===== config.mk =====
export PLATFORM = sky130hd
export DESIGN_NAME = rram_page_ctrl
export DESIGN_NICKNAME = d
export VERILOG_FILES = /design/src/rtl/rram_ctrl_pkg.sv /design/src/rtl/rram_bit_cnt.sv /design/src/rtl/rram_page_ctrl.sv
export SDC_FILE = /design/constraint.sdc
export NUM_CORES = 1
export LEC_CHECK = 0
export ABC_AREA = 1
export BUFFER_PORTS_ARGS = -buffer_cell sky130_fd_sc_hd__buf_2
export CORE_AREA = 4 4 104 106
export DETAILED_ROUTE_END_ITERATION = 6
export DIE_AREA = 0 0 108 110
export GPL_TIMING_DRIVEN = 0
export SKIP_LAST_GASP = 1
export SYNTH_ARGS = -nofsm -noshare
export SYNTH_HDL_FRONTEND = slang
export SYNTH_SLANG_ARGS = --single-unit

===== constraint.sdc =====
create_clock -name clk -period 1.9 [get_ports clk]
set_input_delay 0.38 -clock clk [delete_from_list [all_inputs] [get_ports clk]]
set_output_delay 0.38 -clock clk [all_outputs]
set_load 0.1 [all_outputs]

===== src/rtl/rram_ctrl_pkg.sv =====
// Shared definitions for the RRAM page controller: FSM states, default widths
// and the command bit sent during the CMD phase.
package rram_ctrl_pkg;

  typedef enum logic [2:0] {
    S_IDLE,
    S_CMD,
    S_ADDR,
    S_XFER,
    S_DONE
  } state_t;

  localparam int WORD_W_DEF = 32;
  localparam int ADDR_W_DEF = 5;

  localparam logic CMD_READ  = 1'b0;
  localparam logic CMD_WRITE = 1'b1;

endpackage


===== src/rtl/rram_bit_cnt.sv =====
// Up-counter with clear and enable; o_tc flags the enabled cycle whose count
// equals i_last, so the owner can leave the phase on that edge.
module rram_bit_cnt #(
  parameter int W = 5
) (
  input  logic         clk,
  input  logic         rst_n,
  input  logic         i_clr,
  input  logic         i_en,
  input  logic [W-1:0] i_last,
  output logic [W-1:0] o_cnt,
  output logic         o_tc
);

  always_ff @(posedge clk or negedge rst_n) begin
    if (!rst_n)      o_cnt <= '0;
    else if (i_clr)  o_cnt <= '0;
    else if (i_en)   o_cnt <= o_cnt + 1'b1;
  end

  assign o_tc = i_en && (o_cnt == i_last);

endmodule


===== src/rtl/rram_page_ctrl.sv =====
// Serial page controller for an RRAM array: CMD bit, MSB-first address, then one
// data bit per cycle indexed by register_add; reads assemble rdata from sdi.
module rram_page_ctrl
  import rram_ctrl_pkg::*;
#(
  parameter int WORD_W = WORD_W_DEF,
  parameter int ADDR_W = ADDR_W_DEF
) (
  input  logic              clk,
  input  logic              rst_n,
  input  logic              req_valid,
  output logic              req_ready,
  input  logic              req_wr,
  input  logic [ADDR_W-1:0] req_addr,
  input  logic [WORD_W-1:0] wdata,
  input  logic              abort,
  output logic [WORD_W-1:0] rdata,
  output logic              rdata_valid,
  output logic              done,
  output logic              aborted,
  output logic              ce_n,
  output logic              cle,
  output logic              ale,
  output logic              we_n,
  output logic              re_n,
  output logic [ADDR_W-1:0] register_add,
  output logic              sdo,
  output logic              sdo_oe,
  input  logic              sdi
);

  localparam logic [ADDR_W-1:0] ADDR_LAST = ADDR_W'(ADDR_W - 1);
  localparam logic [ADDR_W-1:0] XFER_LAST = ADDR_W'(WORD_W - 1);

  state_t              r_state, w_next;
  logic                r_wr;
  logic [ADDR_W-1:0]   r_addr;
  logic [WORD_W-1:0]   r_wdata;
  logic [WORD_W-1:0]   r_rdata;
  logic                r_aborted;

  logic                w_accept, w_busy, w_abort;
  logic                w_cnt_en, w_cnt_clr, w_tc;
  logic [ADDR_W-1:0]   w_cnt, w_last;

  assign w_accept  = req_valid && (r_state == S_IDLE);
  assign w_busy    = (r_state == S_CMD) || (r_state == S_ADDR) || (r_state == S_XFER);
  assign w_abort   = abort && w_busy;
  assign w_cnt_en  = (r_state == S_ADDR) || (r_state == S_XFER);
  // Clearing on terminal count restarts the counter at 0 for the XFER phase.
  assign w_cnt_clr = !w_cnt_en || w_tc || w_abort;
  assign w_last    = (r_state == S_ADDR) ? ADDR_LAST : XFER_LAST;

  rram_bit_cnt #(.W(ADDR_W)) u_bit_cnt (
    .clk    (clk),
    .rst_n  (rst_n),
    .i_clr  (w_cnt_clr),
    .i_en   (w_cnt_en),
    .i_last (w_last),
    .o_cnt  (w_cnt),
    .o_tc   (w_tc)
  );

  always_ff @(posedge clk or negedge rst_n) begin
    if (!rst_n) begin
      r_state   <= S_IDLE;
      r_wr      <= CMD_READ;
      r_addr    <= '0;
      r_wdata   <= '0;
      r_rdata   <= '0;
      r_aborted <= 1'b0;
    end else begin
      r_state   <= w_next;
      r_aborted <= w_abort;
      if (w_accept) begin
        r_wr    <= req_wr;
        r_addr  <= req_addr;
        r_wdata <= wdata;
      end else if (r_state == S_ADDR) begin
        // Address goes out MSB first, so shift the latched copy left.
        r_addr  <= r_addr << 1;
      end
      if ((r_state == S_XFER) && (r_wr == CMD_READ) && !w_abort)
        r_rdata[w_cnt] <= sdi;
    end
  end

  always_comb begin
    w_next       = r_state;
    req_ready    = 1'b0;
    ce_n         = 1'b1;
    cle          = 1'b0;
    ale          = 1'b0;
    we_n         = 1'b1;
    re_n         = 1'b1;
    sdo          = 1'b0;
    sdo_oe       = 1'b0;
    register_add = '0;
    rdata_valid  = 1'b0;
    case (r_state)
      S_IDLE: begin
        req_ready = 1'b1;
        if (req_valid) w_next = S_CMD;
      end
      S_CMD: begin
        ce_n   = 1'b0;
        cle    = 1'b1;
        we_n   = 1'b0;
        sdo_oe = 1'b1;
        sdo    = r_wr;
        w_next = S_ADDR;
      end
      S_ADDR: begin
        ce_n   = 1'b0;
        ale    = 1'b1;
        we_n   = 1'b0;
        sdo_oe = 1'b1;
        sdo    = r_addr[ADDR_W-1];
        if (w_tc) w_next = S_XFER;
      end
      S_XFER: begin
        ce_n         = 1'b0;
        register_add = w_cnt;
        if (r_wr == CMD_WRITE) begin
          we_n   = 1'b0;
          sdo_oe = 1'b1;
          sdo    = r_wdata[w_cnt];
        end else begin
          re_n   = 1'b0;
        end
        if (w_tc) w_next = S_DONE;
      end
      S_DONE: begin
        rdata_valid = (r_wr == CMD_READ);
        w_next      = S_IDLE;
      end
      default: w_next = S_IDLE;
    endcase
    if (w_abort) w_next = S_IDLE;
  end

  assign done    = (r_state == S_DONE) || r_aborted;
  assign aborted = r_aborted;
  assign rdata   = r_rdata;

endmodule

# Yosys cells after proc, flatten, opt, wreduce, memory -nomap -nowiden
# Index checks and enable logic that the tools add are counted.
[classes]
addsub = 1
mux = 28
eq_ne = 8
reduce_logical = 20
order_cmp = 2
bitwise_logic = 1
[ops]
columns = ["op", "n"]
rows = [
  ["$bwmux 32", 1],
  ["$mux 5", 6],
  ["$mux 3", 4],
  ["$pmux 3 s4", 1],
  ["$mux 1", 11],
  ["$ne 3x3->1 const B", 3],
  ["$eq 3x2->1 const B", 2],
  ["$logic_and 1x1->1", 6],
  ["$logic_or 1x1->1", 6],
  ["$lt 5x6->1 const B", 1],
  ["$add 5x1->5 const B", 1],
  ["$bmux 1 s5", 1],
  ["$demux 1 s5", 1],
  ["$eq 5x5->1", 1],
  ["$ge 5x1->1 const B", 1],
  ["$pmux 1 s2", 2],
  ["$reduce_bool 2->1", 2],
  ["$eq 3x1->1 const B", 1],
  ["$eq 3x3->1 const B", 1],
  ["$logic_not 3->1", 1],
  ["$pmux 1 s3", 1],
  ["$reduce_and 3->1", 1],
  ["$reduce_or 3->1", 1],
  ["$logic_not 1->1", 2],
  ["2 further kinds", 2],
]
[word_totals]
in_bits = 43
word_cells = 67
reg_bits = 79
out_inout_bits = 48

# Logic depth before layout (Yosys ltp)
# Gate-level depths: netlist of the first run.
[logic_depth]
ltp_word = 7
ltp_mapped = 11
ltp_nobuf = 10

# Hierarchy
# From an unflattened synthesis of the first run, not the netlist that was laid out.
[unflattened]
hier_cells = 515
hier_area_um2 = 3986.3
[by_module_without_submodules]
columns = ["mod", "seq_area_each_um2", "n_inst", "area_per_inst_um2", "cells_each"]
rows = [
  ["rram_page_ctrl", 1851.8, 1, 3644.7, 464],
  ["rram_bit_cnt", 125.1, 1, 341.6, 51],
]

# Worst setup path before layout of the first run
# OpenSTA, ideal clock, no wires.
[synth_timing]
kind = "flip-flop to output port"
startpoint = "register r_state[0]"
endpoint = "output port sdo"
path_stages_with_launch = 7
path_slack_ns = -2.047
t_required_ns = 1.520
arrival_ns = 3.567
n_path_buf = 0
path_cell_list = "dfrtp_1 -> inv_1 -> nor3_1 -> nand2_1 -> o21ai_0 -> inv_1 -> nand2_1"
[synth_between]
elab_chain_len = 2
elab_cells_between_ends = 4
cone_classes = "eq/ne: 3; mux: 1"
[synth_rtl]
columns = ["item", "line", "text"]
rows = [
  ["from (decl)", "rram_page_ctrl.sv:35", "state_t r_state, w_next;"],
  ["from (signal assigned)", "rram_page_ctrl.sv:73", "r_state <= w_next;"],
  ["$eq 3x2->1 or $eq 3x1->1 (tied branches)", "rram_page_ctrl.sv:100", "case (r_state)"],
  ["$pmux 1 s3 *", "rram_page_ctrl.sv:100", ""],
  ["to (decl)", "rram_page_ctrl.sv:27", "output logic sdo,"],
]
# Every way passes the cells marked *; elsewhere a longest branch is shown, timed or not.

# Worst setup path after layout of the first run
[layout_timing]
startpoint = "register u_bit_cnt.o_cnt[0]"
endpoint = "output port sdo"
[layout_between]
elab_chain_len = 4
[layout_rtl]
columns = ["item", "line", "text"]
rows = [
  ["from (decl)", "rram_bit_cnt.sv:11", "output logic [W-1:0] o_cnt,"],
  ["from (signal assigned)", "rram_bit_cnt.sv:18", "else if (i_en) o_cnt <= o_cnt + 1'b1;"],
  ["$bmux 1 s5", "rram_page_ctrl.sv:127", "sdo = r_wdata[w_cnt];"],
  ["$mux 1 (implied by the code)", "rram_page_ctrl.sv:127", ""],
  ["$mux 1", "rram_page_ctrl.sv:124", "if (r_wr == CMD_WRITE) begin"],
  ["$pmux 1 s3", "rram_page_ctrl.sv:100", ""],
]
# No other way between the ends. The select of a mux whose other input is x is not followed.

==> flow_summary.yaml, run 1 <==
finish:
  syn2layout_area_growth_pct: 43.06
  n_fill_cell: 878
  final_nets: 665
  diodes: 0
  layout-drive-gt1-share: 0.3708
  final_core_util: 0.5673
sta:
  rsz0062_at_grt: "true"
  max_freq_mhz: 435.2
  skew_ps: 6.889
  finalHoldViolCount: 0
  finalCritPeriodShare: 1.209
  relSlewSlack: 0.6410
  worstMarginPinSlew_ps: 538.5
  slew_viol_final: 0
  period_minus_slack_ps: 2298
  fin_ws_ps: -397.9
  setup_viol: 9
clocking:
  cts_buffers: 9
  insertion_delay_ps: 360
  cts_root_buf: "clkbuf_8"
  cts_tree: "yes"
  h-tree-depth: 3
  clockBufferDepth: 2
  ctsHoldBuffers: 0
  clkTransAtPathRegs_ps: 80
  cts_sinks: 79
synth:
  synth_seq_cells: 79
  netlist_top_cells_area: "dfrtp_1 (51%), nand2_1 (13%), inv_1 (5.8%)"
  synthArstFlopShare: 1.000
  ys_types: 31
  ys_seq_area_frac: 0.5100
  synth_edf_count: 0
  avgSynthCellArea_um2: 8.025
  syn_nets: 530
  postSynthCellCount: 483
  synth_area_leader_cell: "dfrtp_1"
  netlist_area_um2: 3876
  synth_flop_cell: "dfrtp_1"
  synth_commonest_cells: "nand2_1 (139), dfrtp_1 (79), inv_1 (60)"
  yosys_warnings: 0
  yosysTopAreaCellShare: 0.5100
  synth.most_common_cell: "nand2_1"
worst_setup_path:
  crit_arrival_ps: 1920
  crit_type: "reg -> out"
  slowest_stage: "dfrtp_2"
  crit_top_cell: "nand2_1"
  slowest_delay_ps: 450
  critPathLaunch: "u_bit_cnt.o_cnt[0]"
  cp_top_family: "simple AND/OR/NAND/NOR gates"
  endpoint_kind: "output pin"
  required_ps: 1520
  cp_max_fo: 5
  crit_chain: "buf_6 -> nor2_1 -> nor2_1 -> nand2_1 -> nand2_1 -> nand2_2 -> nand2_2 -> nor2_2 -> nand2_1 -> nand2_1 -> nand2_2 -> buf_12"
  crit_buf_inv: 2
  reg2reg_from: "u_bit_cnt.o_cnt[2]"
  startpoint_type: "flop"
grt:
  grt_pass1_vias: 3489
  grt_pass1_wl_um: 17080
  grt_use_total: 0.1854
  grt_max_degree: 42
  antenna_found_initial: 0
  gr-total-overflow: 0
status:
  violations: "negative setup slack"
  outcome: "finished with violations"
floorplan:
  dieWidth_um: 108
  start_util: 0.3966
  rows: 36
  die_h_um: 110
  core_area_um2: 9774
  ioPinCount: 91
  dieArea_um2: 11880
routing:
  drt_wl_total_um: 11180
  antenna_left: 0
  drt_iter0_drc: 165
  num_vias: 3623
  drtPass1Iterations: 4
  wl_per_cell_um: 14.79
  avgViaCountPerCell: 4.792
  drc: 0
run:
  drv_cap: 0
place:
  hpwl_um: 7367
  port_buffers: 90
  pre_cts_slack_ps: -554.7
  gp_congestion: 0.8443
power_and_ir_drop:
  peakVddDrop_mv: 1.485
  pwr_density_cell_nw_per_um2: 1370
  p_leak_nw: 2.738
min_path:
  worstHoldPathType: "in -> async"
power breakdown:
part	leakage (nW)	internal, mW	switching [mW]
logic	1.61	1.38	2.71
clock network	0.0959	0.538	0.617
registers	1.03	2.14	0.209
total	2.74	4.06	3.54
per-layer routing:
layer | share of wire | routed length [um] | global-route usage | up-vias
li1 | - | - | - | 1801
met1 | 0.44 | 4886 | 0.2523 | 1723
met2 | 0.50 | 5545 | 0.2984 | 79
met3 | 0.045 | 498 | 0.03145 | 20
met4 | 0.023 | 252 | 0.07124 | 0
met5 | 0 | 0 | 0 | -
layout by cell type (no fill, tap or decap), types with 4 or more instances in the layout:
cell	instances
buf_12	17
buf_2	79
buf_4	30
buf_6	11
buf_8	5
clkbuf_1	5
clkbuf_8	11
clkinv_2	4
dfrtp_1	74
dfrtp_2	5
ha_1	4
inv_1	54
inv_2	5
nand2_1	123
nand2_2	17
nand3_1	36
nand3_2	13
nor2_1	16
nor2_4	12
nor3_4	6
o21ai_0	38
o21ai_1	32
logic make-up (layout without fill, tap and decap cells):
group,Yosys count,count (layout),synth area share
xor gates and xnor gates,1,1,0.002260
adders and majority gates,4,4,0.01291
and+or+nand+nor,234,234,0.2682
DFF,79,79,0.5100
AOI/OAI and AO/OA,76,76,0.1023
buffers and inverters,89,229,0.1043
timing repair:
action                     4_1_cts  5_1_grt
resized for setup               82       52
pin swaps                        5       38
setup buffers                   19       16
gates cloned                     0        1
setup endpoints to repair       39       30
registers in the layout, summed over array words and instances (netlist names):
name / flops
aborted: 1
r_addr: 5
r_state: 3
r_wdata: 32
r_wr: 1
rdata: 32
u_bit_cnt.o_cnt: 5
worst paths after layout:
| kind | endpoint | slack [ps] | depth (start not counted) |
|---|---|---|---|
| max | sdo | -400 | 12 |
| min | r_addr[2] | 1 | 1 |
| max reg2reg | r_state[2] | 170 | 9 |
| min reg2reg | rdata[26] | 490 | 2 |
| max in group asynchronous | u_bit_cnt.o_cnt[0] | 1290 | 2 |
| min in group clk | r_wdata[29] | 220 | 3 |
per-stage QoR:
step	instances	power (mW)	TNS (ps)	area [um2]	hold slack (ps)
2_1_floorplan	483	4.906	-4589	3930	84.41
3_3_place_gp	706	5.503	-15230	4547	475.0
3_5_place_dp	707	5.567	-2501	4569	394.9
4_1_cts	742	7.183	-873.3	5205	4.834
5_1_grt	756	8.030	-1807	5545	32.53
6_report	756	7.598	-1136	5545	0.9782
layout make-up:
class                   instances  area (um2)  area share
repair buffers                127        1007      0.1816
plain buffers                  21       197.7     0.03565
clock buffers                  12       155.1     0.02798
multi-input cells             315        1748      0.3152
clock inverters                 4       20.02    0.003610
inverters                      65       267.8     0.04829
flip-flops and latches         79        1983      0.3576
well taps                     133       166.4     0.03001
No activity file was read; power rests on OpenSTA's default activity.
==> run 2, diff against run 1 <==
Settings changed: ABC_AREA 1 to not set, CORE_AREA 4 4 104 106 to 4 4 102 104, DIE_AREA 0 0 108 110 to 0 0 106 108.
==> run 2 against run 1 <==
Against the previous run: the flow still finishes with violations (negative setup slack); clock power rose by 23%; synthesized area is 3.5% lower; via count decreased by 24%; wire length decreased by 15%; non-clock buffer count down 17; final area shrank 1.2%; sequential cell count unchanged; sequential power fell by 11%; global-route usage down 1.5 points; critical path depth decreased by 4; synthesized cell count fell by 36%; critical path type unchanged.
==> flow_summary.yaml, run 2 <==
grt:
  grt_pass1_vias: 2956
  antenna_found_initial: 0
  gr-total-overflow: 0
  grt_max_degree: 47
  grt_pass1_wl_um: 15240
  grt_use_total: 0.1704
sta:
  period_minus_slack_ps: 2702
  setup_viol: 51
  finalHoldViolCount: 0
  slew_viol_final: 0
  rsz0062_at_grt: "true"
  fin_ws_ps: -802.2
  fin_hold_ws_ps: 233.8
  relSlewSlack: 0.6714
  skew_ps: 9.927
  max_freq_mhz: 370.1
  worstMarginPinSlew_ps: 488.7
  finalCritPeriodShare: 1.422
synth:
  yosys_warnings: 0
  netlist_area_um2: 3742
  ys_seq_area_frac: 0.5283
  synth_flop_cell: "dfrtp_1"
  synth_edf_count: 0
  synth_seq_cells: 79
  synthArstFlopShare: 1.000
  avgSynthCellArea_um2: 12.03
  netlist_top_cells_area: "dfrtp_1 (53%), mux2_2 (22%), nand2_1 (4.5%)"
  synth_area_leader_cell: "dfrtp_1"
  synth_commonest_cells: "dfrtp_1 (79), mux2_2 (74), nand2_1 (45)"
  syn_nets: 358
  synth.most_common_cell: "dfrtp_1"
  ys_types: 44
  yosysTopAreaCellShare: 0.5283
  postSynthCellCount: 311
run:
  drv_cap: 0
min_path:
  hold_depth: 2
  min_to: "r_state[1]"
  worstHoldPathType: "in -> reg"
  worstHoldStart: "abort"
worst_setup_path:
  ff2ff_setup_slack_ps: -240
  r2r-end: "r_wdata[21]"
  slowest_stage: "dfrtp_1"
  cp_max_fo: 7
  crit_arrival_ps: 2320
  required_ps: 1520
  critPathLaunch: "u_bit_cnt.o_cnt[1]"
  endpoint_kind: "output pin"
  reg2reg_from: "r_state[0]"
  crit_chain: "buf_6 -> buf_8 -> mux2_4 -> a22o_1 -> a2111oi_2 -> a31oi_1 -> o31a_4 -> buf_12"
  slowest_delay_ps: 400
  startpoint_type: "flop"
  crit_buf_inv: 3
  crit_type: "reg -> out"
  worst_r2r_path_depth: 8
  cp_top_family: "compound AO/OA/AOI/OAI gates"
place:
  gp_congestion: 0.7359
  dp_cells: 535
  hpwl_um: 6580
  port_buffers: 90
clocking:
  cts_tree: "yes"
  cts_root_buf: "clkbuf_8"
  insertion_delay_ps: 350
  h-tree-depth: 3
  cts_sinks: 79
  clockBufferDepth: 2
  cts_buffers: 9
  clkTransAtPathRegs_ps: 90
routing:
  num_vias: 2754
  drt_iter0_drc: 77
  avgViaCountPerCell: 4.823
  drtPass1Iterations: 4
  wl_per_cell_um: 16.58
  antenna_left: 0
  drc: 0
  met2_length_um: 4795
  drt_wl_total_um: 9468
  dr_wl_met3_um: 304
  wl_met1_um: 4241
  highest_layer: "met4"
floorplan:
  rows: 36
  die_h_um: 108
  dieWidth_um: 106
  dieArea_um2: 11450
  ioPinCount: 91
  core_area_um2: 9549
  start_util: 0.3919
power_and_ir_drop:
  pwr_density_cell_nw_per_um2: 935.6
  finalPower_mw: 5.128
  peakVddDrop_mv: 0.4677
  p_leak_nw: 2.637
status:
  violations: "negative setup slack"
  outcome: "finished with violations"
finish:
  diodes: 0
  layout-drive-gt1-share: 0.5822
  instances_no_fill: 571
  final_nets: 480
  syn2layout_area_growth_pct: 46.47
  mostFrequentLayoutCell: "dfrtp_1"
  layout_common_cells: "dfrtp_1 (77), buf_2 (74), nand2_1 (44)"
-- run 2: changes by cell type after synthesis, sizes merged, moves of 4 or more --
cell	before	now
and2	0	10
nor3b	0	4
clkbuf	8	12
inv	64	6
nand3	49	3
mux2	0	75
nand2	145	45
nor3	9	4
buf	16	8
o21ai	71	3
nor2	30	16
a22oi	0	5
-- run 2: routing by layer --
metal  up-vias  GRT usage
met5         -          0
met4         0    0.05550
met3        10    0.02985
met2        48     0.2892
met1      1378     0.2234
li1       1318          -
-- run 2: cell type report --
type	count	area [um2]
Sequential cell	79	1979
Fill cell	831	4068
Timing Repair Buffer	116	963.4
Tap cell	133	166.4
Clock inverter	6	93.84
Clock buffer	10	137.6
Inverter	6	26.28
Buffer	15	168.9
Multi-Input combinational cell	206	1946
-- run 2: worst max-delay path by stage --
stage                    endpoint  slack, ps  cells after the start
2_1_floorplan  u_bit_cnt.o_cnt[2]       -550                      5
3_3_place_gp                  sdo       -920                      6
3_5_place_dp                  sdo       -960                      6
4_1_cts                       sdo       -830                      8
5_1_grt                       sdo       -870                      8
6_report                      sdo       -800                      8
-- run 2: report_power, final --
group / switching, mW / internal [mW] / total [mW]
clock: 0.644 / 0.782 / 1.43
sequential: 0.158 / 1.94 / 2.09
combinational: 0.799 / 0.808 / 1.61
total: 1.60 / 3.53 / 5.13
-- run 2: cell families (layout without fill, tap and decap cells) --
family | after synthesis | count (layout) | share of synthesized area
AO/OA/AOI/OAI | 23 | 23 | 0.04413
XOR/XNOR | 3 | 3 | 0.007022
adder cells (fa/ha/maj) | 4 | 4 | 0.01337
buffers and inverters | 26 | 153 | 0.03009
flip-flops | 79 | 79 | 0.5283
multiplexers | 80 | 80 | 0.2501
AND/OR/NAND/NOR | 96 | 96 | 0.1270
-- run 2: per-stage QoR --
step             util  instance area (um2)  setup WS [ps]  setup TNS, ps
2_1_floorplan       -                 4044         -548.7         -18490
3_3_place_gp   0.4881                 4661         -921.2         -14460
3_5_place_dp   0.4912                 4691         -963.3          -3817
4_1_cts        0.5549                 5299         -829.6          -2790
5_1_grt        0.5740                 5482         -869.0         -12580
6_report       0.5740                 5482         -802.2          -9618
-- run 2: repair_timing --
item / in CTS / in global routing
hold buffers: 1 / 0
resized for setup: 73 / 19
endpoints found under the hold margin: 33 / 0
cloned: 0 / 3
setup buffers: 17 / 4
endpoints found under the setup margin: 51 / 62
pin swaps: 4 / 4
==> run 3, diff against run 2 <==
Settings changed: REMOVE_ABC_BUFFERS set to 1.
==> run 3 against run 2 <==
Against the previous run: the run still ends with negative setup slack left; critical path depth down 2; largest power group unchanged; worst hold slack better by 8.2 ps; highest routed layer unchanged; global-route usage up 0.15 points; register-to-register slack worse by 40 ps; total power down 9.1%; sequential share of layout area up 1.9 points; combinational power down 9%; non-clock buffer count down 13; sequential power about the same; final cell count down 1.2%; sequential cell count unchanged; core utilization down 2.6 points.
==> flow_summary.yaml, run 3 (synthesis gave the netlist of run 2 again) <==
routing:
  met2_length_um: 5130
  antenna_left: 0
  dr_wl_met3_um: 380
  wl_per_cell_um: 17.82
  num_vias: 2825
  drtPass1Iterations: 4
  drt_wl_total_um: 10050
  drc: 0
  highest_layer: "met4"
  avgViaCountPerCell: 5.009
  wl_met1_um: 4390
  drt_iter0_drc: 83
status:
  outcome: "finished with violations"
  violations: "negative setup slack"
worst_setup_path:
  required_ps: 1520
  crit_type: "reg -> out"
  cp_top_family: "compound AO/OA/AOI/OAI gates"
  endpoint_kind: "output pin"
  slowest_delay_ps: 490
  cp_max_fo: 5
  crit_chain: "mux2_2 -> a22o_1 -> a2111oi_4 -> a31oi_1 -> o31a_1 -> buf_12"
  slowest_stage: "dfrtp_4"
  crit_buf_inv: 1
  startpoint_type: "flop"
  crit_arrival_ps: 2330
clocking:
  cts_root_buf: "clkbuf_8"
  cts_tree: "yes"
  cts_buffers: 9
  cts_sinks: 79
  clockBufferDepth: 2
  clkTransAtPathRegs_ps: 80
  h-tree-depth: 3
  insertion_delay_ps: 350
floorplan:
  core_area_um2: 9549
  dieWidth_um: 106
  rows: 36
  start_util: 0.3919
  ioPinCount: 91
  dieArea_um2: 11450
  die_h_um: 108
power_and_ir_drop:
  switchingPower_mw: 1.574
  finalPower_mw: 4.660
  swShare: 0.3377
  pwr_density_cell_nw_per_um2: 891.1
  p_leak_nw: 2.469
  peakVddDrop_mv: 0.4335
  internal-power_mw: 3.086
  seqPwrFrac: 0.450
  p_comb_frac: 0.315
  pwr-share-clk: 0.235
sta:
  max_freq_mhz: 369.4
  fin_ws_ps: -807.0
  relSlewSlack: 0.6472
  skew_ps: 9.432
  finalHoldViolCount: 0
  setup_viol: 53
  finalCritPeriodShare: 1.425
  worstMarginPinSlew_ps: 524.7
  slew_viol_final: 0
  rsz0062_at_grt: "true"
  period_minus_slack_ps: 2707
place:
  hpwl_um: 5893
  port_buffers: 90
  place_area_um2: 4293
  gp_congestion: 0.7341
finish:
  diodes: 0
  final_nets: 473
  final_cell_area_um2: 5230
  syn2layout_area_growth_pct: 39.75
  mostFrequentLayoutCell: "buf_2"
  layout_common_cells: "buf_2 (74), dfrtp_1 (71), mux2_2 (60)"
  layout-drive-gt1-share: 0.5870
grt:
  antenna_found_initial: 0
  grt_use_total: 0.1719
  grt_pass1_wl_um: 15220
  grt_max_degree: 43
  grt_pass1_vias: 2821
  gr-total-overflow: 0
min_path:
  worstHoldPathType: "in -> reg"
run:
  drv_cap: 0
[run 3: cell count changes in the layout (fill, tap and decap cells not counted), sizes merged]
cell and delta:
clkinvlp +1, inv +1, bufinv -2, clkbuf -10, buf -3, and2 +6
[run 3: repair_timing]
action                                  CTS  global route
hold endpoints to repair                  7             0
endpoints found under the setup margin   93            70
buffers inserted                         15            10
pin swaps                                 9             8
hold buffers                              1             0
gates cloned                              2             5
gates resized for setup                  84            55
[run 3: metrics by stage]
stage | utilization | TNS, ps | hold WS [ps] | setup slack [ps] | std cells
2_1_floorplan | - | -105240 | 84.41 | -2421 | 291
3_3_place_gp | 0.4471 | -51160 | 462.5 | -986.5 | 514
6_report | 0.5477 | -7030 | 242.1 | -807.0 | 564
5_1_grt | 0.5477 | -10930 | 230.4 | -894.9 | 564
4_1_cts | 0.5139 | -1807 | 210.1 | -841.7 | 549
3_5_place_dp | 0.4496 | -21410 | 385.4 | -1014 | 515
[run 3: final timing paths]
| path | start | endpoint | slack [ps] | cells past startpoint |
|---|---|---|---|---|
| worst min register to register | r_addr[1] | r_addr[1] | 490 | 2 |
| worst max-delay path | u_bit_cnt.o_cnt[1] | sdo | -810 | 6 |
| worst max register to register | r_state[0] | u_bit_cnt.o_cnt[2] | -280 | 9 |
| max in group asynchronous | rst_n | r_wdata[31] | 760 | 3 |
| min in group asynchronous | rst_n | rdata[5] | 530 | 2 |
| worst min-delay path | abort | r_state[1] | 240 | 2 |
[run 3: area by class of cell]
class / instances / area, um2
Tap cell: 133 / 166.4
Inverter: 6 / 22.52
Clock buffer: 10 / 127.6
Fill cell: 862 / 4319
Clock inverter: 6 / 37.54
Sequential cell: 79 / 1989
Timing Repair Buffer: 118 / 968.4
Multi-Input combinational cell: 212 / 1918
[run 3: routing by layer]
layer	global-route usage	up-vias
li1	-	1315
met1	0.2311	1422
met2	0.2860	75
met3	0.03642	13
met4	0.04440	0
met5	0	-
[run 3: power groups by stage]
stage                     Combinational (mW)  Clock (mW)  Sequential, mW
after detailed placement                1.06           0            2.13
after CTS                               1.27        1.13            2.09
final                                   1.47        1.10            2.10
after floorplan                        0.729           0            2.19
after global placement                  1.04           0            2.12
after global routing                    1.56        1.20            2.13
